===== config.mk =====
export PLATFORM = sky130hd
export DESIGN_NAME = pwm_peripheral_flat
export DESIGN_NICKNAME = d
export VERILOG_FILES = /design/src/rtl/pwm_peripheral_if.sv /design/src/rtl/pwm_peripheral.sv /design/src/flat_wrapper.sv
export SDC_FILE = /design/constraint.sdc
export NUM_CORES = 1
export LEC_CHECK = 0
export CAP_MARGIN = 20
export CORE_MARGIN = 4
export CORE_UTILIZATION = 34
export DETAILED_ROUTE_END_ITERATION = 10
export PLACE_DENSITY_LB_ADDON = 0.3
export SLEW_MARGIN = 20
export SYNTH_ARGS = -nofsm -noshare
export SYNTH_HDL_FRONTEND = slang
export SYNTH_SLANG_ARGS = --single-unit
export TNS_END_PERCENT = 50

===== constraint.sdc =====
create_clock -name clk -period 1.98 [get_ports clk]
set_clock_uncertainty 0.2 [all_clocks]
set_input_delay 0.198 -clock clk [delete_from_list [all_inputs] [get_ports clk]]
set_output_delay 0.198 -clock clk [all_outputs]
set_load 0.02 [all_outputs]

===== src/rtl/pwm_peripheral_if.sv =====
// Control-byte and pin-drive bundle between the SPI register block (master)
// and the PWM peripheral (slave).
interface pwm_peripheral_if;
  logic [7:0]  en_reg_out_7_0;
  logic [7:0]  en_reg_out_15_8;
  logic [7:0]  en_reg_pwm_7_0;
  logic [7:0]  en_reg_pwm_15_8;
  logic [7:0]  pwm_duty_cycle;
  logic [15:0] out;
  logic        period_start;

  modport master (
    output en_reg_out_7_0, en_reg_out_15_8, en_reg_pwm_7_0, en_reg_pwm_15_8,
    output pwm_duty_cycle,
    input  out, period_start
  );

  modport slave (
    input  en_reg_out_7_0, en_reg_out_15_8, en_reg_pwm_7_0, en_reg_pwm_15_8,
    input  pwm_duty_cycle,
    output out, period_start
  );
endinterface


===== src/rtl/pwm_peripheral.sv =====
// 16-pin output driver: each pin forced low, static high, or a shared 8-bit PWM
// waveform whose duty is double-buffered and reloaded only at a period boundary.
module pwm_peripheral #(
  parameter int CLK_DIV = 13
) (
  input  logic             clk,
  input  logic             rst_n,
  pwm_peripheral_if.slave  bus
);

  localparam int PW = (CLK_DIV > 1) ? $clog2(CLK_DIV) : 1;
  localparam logic [PW-1:0] PRE_LAST = PW'(CLK_DIV - 1);

  logic [PW-1:0] prescaler;
  logic [7:0]    counter;
  logic [7:0]    duty_shadow;
  logic [15:0]   out_q;
  logic          period_start_q;

  logic          tick;
  logic          boundary;
  logic          pwm_level;
  logic [15:0]   en_out;
  logic [15:0]   en_pwm;
  logic [15:0]   drive;

  assign tick      = (prescaler == PRE_LAST);
  assign boundary  = (prescaler == '0) && (counter == 8'd0);
  assign pwm_level = (duty_shadow == 8'hFF) || (counter < duty_shadow);

  assign en_out = {bus.en_reg_out_15_8, bus.en_reg_out_7_0};
  assign en_pwm = {bus.en_reg_pwm_15_8, bus.en_reg_pwm_7_0};

  // Output enable dominates; enabled pins take the PWM level only in PWM mode.
  assign drive = en_out & (~en_pwm | {16{pwm_level}});

  always_ff @(posedge clk or negedge rst_n) begin
    if (!rst_n) begin
      prescaler      <= '0;
      counter        <= 8'd0;
      duty_shadow    <= 8'd0;
      out_q          <= 16'h0000;
      period_start_q <= 1'b0;
    end else begin
      prescaler <= tick ? '0 : prescaler + PW'(1);
      if (tick)
        counter <= counter + 8'd1;
      // The output register samples pwm_level from the old shadow in this
      // same edge, so a new duty becomes visible one clk after period_start.
      if (boundary)
        duty_shadow <= bus.pwm_duty_cycle;
      period_start_q <= boundary;
      out_q          <= drive;
    end
  end

  assign bus.out          = out_q;
  assign bus.period_start = period_start_q;

endmodule


===== src/flat_wrapper.sv =====
// flat-port wrapper written by rule: the top's interface ports become plain ports
module pwm_peripheral_flat 
#(
  parameter int CLK_DIV = 13
)
  (clk, rst_n, bus_en_reg_out_7_0, bus_en_reg_out_15_8, bus_en_reg_pwm_7_0, bus_en_reg_pwm_15_8, bus_pwm_duty_cycle, bus_out, bus_period_start);
  pwm_peripheral_if bus_i ();
  input  logic clk;
  input  logic rst_n;
  input wire logic [$bits(bus_i.en_reg_out_7_0)-1:0] bus_en_reg_out_7_0;
  input wire logic [$bits(bus_i.en_reg_out_15_8)-1:0] bus_en_reg_out_15_8;
  input wire logic [$bits(bus_i.en_reg_pwm_7_0)-1:0] bus_en_reg_pwm_7_0;
  input wire logic [$bits(bus_i.en_reg_pwm_15_8)-1:0] bus_en_reg_pwm_15_8;
  input wire logic [$bits(bus_i.pwm_duty_cycle)-1:0] bus_pwm_duty_cycle;
  output wire logic [$bits(bus_i.out)-1:0] bus_out;
  output wire logic [$bits(bus_i.period_start)-1:0] bus_period_start;
  assign bus_i.en_reg_out_7_0 = bus_en_reg_out_7_0;
  assign bus_i.en_reg_out_15_8 = bus_en_reg_out_15_8;
  assign bus_i.en_reg_pwm_7_0 = bus_en_reg_pwm_7_0;
  assign bus_i.en_reg_pwm_15_8 = bus_en_reg_pwm_15_8;
  assign bus_i.pwm_duty_cycle = bus_pwm_duty_cycle;
  assign bus_out = bus_i.out;
  assign bus_period_start = bus_i.period_start;
  pwm_peripheral #(.CLK_DIV(CLK_DIV)) u_core (.clk(clk), .rst_n(rst_n), .bus(bus_i));
endmodule

==> flow_summary.ini <==
[pwr]
power_density_nw_per_um2 = 580
leakage_nw = 1.17
p_int_mw = 1.19
switchingPower_mw = 0.336
worst_ir_drop_vdd_uv = 359
pwr-share-clk_pct = 33.9
swShare_pct = 22.0
p_total_mw = 1.53
p_seq_share_pct = 51.9
combPwrFrac_pct = 14.2

[worst_setup_path]
cpPeakStageDelay_ps = 420
crit_family = compound AO/OA/AOI/OAI gates
endpoint = u_core.bus.out[1]
r2r_end = u_core.bus.out[1]
r2r-start = u_core.duty_shadow[1]
cp-end-kind = register
ff2ff_setup_slack_ps = 90
cp.depth = 6
worstPathBufferInverterCount = 2
worstPathMaxFanout = 8
crit_type = register to register
cp-start-kind = register
r2r_cells = 6
critPathArrivalTime_ps = 1880
worstPathCellList = inv_2, ha_4, a2111oi_4, o32ai_4, buf_12, a21boi_0
worst_path_max_delay_cell = dfrtp_1
critPathRequiredTime_ps = 1970
startpoint = u_core.duty_shadow[1]

[synth]
syn-instance-count = 129
synth.avg_cell_area_um2 = 13.2
ys_ff_latch = 37
seq_area_frac_synth_pct = 54.5
ys_types = 30
synth.net_count = 182
syn_area_um2 = 1700
ys.warnings.count = 0

[layout]
final_cell_area_um2 = 2640
area_delta_synth_final_pct = 55.3
finalNonFillerCells = 276
layout-drive-gt1-share_pct = 25.8
nets = 262
nFillCells = 406
layout_common_cells = clkdlybuf4s50_1, dfrtp_1, buf_4
antenna_cells = 0
layout.area.seq_um2 = 927
final_common_cell = clkdlybuf4s50_1
multi_input_area_um2 = 766

[sta]
finalCriticalPeriod_ps = 1890
hold_violations = 0
post-route-period-util_pct = 95.3
slew_headroom_pct = 68.5
rsz0062_at_grt = false
max_freq_ghz = 0.530
tightest_slew_ps = 472
hold_slack_ps = 153
tns_ps = 0
maxSlewViolCount = 0
setup_viol = 0

[routing]
top_layer_used = met4
drtIter0Drc = 42
dr_wl_met2_um = 2030
antenna_left = 0
vias = 1268
drtPass1Iterations = 2
avgRoutedWirePerCell_um = 14.6
drc = 0
wirelength_met1_um = 1570
met3_length_um = 383
wl_um = 4030
vias_per_cell = 4.59

[die]
fp.dieW_um = 78.7
initial_utilization_pct = 35.5
core_area_um2 = 4790
die_h_um = 78.7
ioPinCount = 59
rows = 25
dieArea_um2 = 6190

[placed_design]
io_buffers = 58
gp_congestion = 0.717
post-place-cells = 258
placed_area_um2 = 2400
dp_hpwl_um = 2920

[clocking]
clk_latency_ps = 280
cts_root_buf = clkbuf_8
postCtsHoldBufs = 0
cts_buffer_depth = 2
clock_sinks = 37
clk_pin_slew_ps = 70
cts_max_level = 2
cts_tree = built
numCtsBuffers = 5

[global_routing]
grt_max_degree = 38
grt_pass1_vias = 1504
grt.overflow.total = 0
grt_pass1_wl_um = 6760
grt_usage_pct = 14.2
antenna_found_initial = 0

[min_path]
worst_hold_path_type = input pin to asynchronous set/reset pin

[outcome]
status = completed

[flow_run]
max_cap_viol_count = 0
[power by group through the flow]
stage          logic [mW]  clock network, mW  registers [mW]
2_1_floorplan      0.0391                  0           0.828
3_3_place_gp        0.198                  0           0.807
3_5_place_dp        0.205                  0           0.808
4_1_cts             0.218              0.541           0.793
5_1_grt             0.233              0.571           0.796
6_report            0.217              0.518           0.794
[layout make-up]
type,count,area share [%]
Sequential cell,37,35.2
Multi-Input combinational cell,77,29.0
Timing Repair Buffer,75,27.5
Clock buffer,7,3.27
Tap cell,67,3.18
Inverter,13,1.85
[worst register-to-register path: stages, from the launching register on]
cell,delay (ps)
dfrtp_1,420
inv_2,80
ha_4,200
a2111oi_4,390
o32ai_4,160
buf_12,160
a21boi_0,190
[state kept, by name (all words and copies together), names as in the netlist]
signal / flops
u_core.bus.out: 16
u_core.prescaler: 4
u_core.bus.period_start: 1
u_core.counter: 8
u_core.duty_shadow: 8
[Yosys cell counts, drive strengths merged]
cell type | instances | area share, %
nor3 | 1 | 0.29
xnor2 | 5 | 2.6
o41ai | 1 | 0.52
a2111oi | 1 | 1.6
nand3 | 5 | 1.5
nand2b | 1 | 0.81
clkbuf | 1 | 0.22
a21boi | 16 | 9.3
nand4 | 3 | 1.5
xor2 | 3 | 1.5
nor2 | 6 | 1.3
o21ai | 3 | 0.88
dfrtp | 37 | 55
a41o | 1 | 0.59
mux2 | 8 | 5.3
nor4 | 1 | 0.37
nand2 | 3 | 0.66
and4 | 1 | 0.52
nor4b | 1 | 0.88
inv | 13 | 2.9
buf | 1 | 0.66
a21o | 1 | 0.44
and3 | 1 | 0.37
ha | 11 | 8.1
o21a | 1 | 0.44
o32ai | 1 | 1.6
a21oi | 2 | 0.59
[worst min path at each step]
stage          slack (ps)  cells after the start                       to                start
2_1_floorplan        -300                      0        u_core.bus.out[0]                rst_n
3_3_place_gp          280                      1      u_core.prescaler[0]  u_core.prescaler[0]
3_5_place_dp          280                      1      u_core.prescaler[0]  u_core.prescaler[0]
4_1_cts               170                      2       u_core.bus.out[12]                rst_n
5_1_grt               190                      2    u_core.duty_shadow[6]                rst_n
6_report              150                      2  u_core.bus.period_start                rst_n
[what timing repair did]
action / 4_1_cts / 5_1_grt
pin swaps: 1 / 5
gates resized for setup: 7 / 5
cloned: 1 / 0
setup endpoints to repair: 6 / 22
buffers inserted: 8 / 3
[per-stage QoR]
step                      util, %  setup WS [ps]
after floorplan                 -           96.5
after global placement       50.2           89.1
after detailed placement     50.2          -25.9
after CTS                    54.9           2.61
after global routing         55.1           1.90
final                        55.1           93.9
[metal layers]
metal | global-route usage (%) | vias to the layer above
met5 | 0 | -
met4 | 4.72 | 0
met3 | 6.65 | 6
met2 | 24.5 | 50
met1 | 15.2 | 607
li1 | - | 605
[logic make-up after synthesis]
family                   Yosys count  synth area share, %
AND/OR/NAND/NOR                   23                 8.18
multiplexers                       8                 5.31
XOR/XNOR                           8                 4.13
AO/OA/AOI/OAI                     27                 16.0
flip-flops                        37                 54.5
adder cells (fa/ha/maj)           11                 8.11
buffers and inverters             15                 3.76
Power figures use the tool's default switching activity.
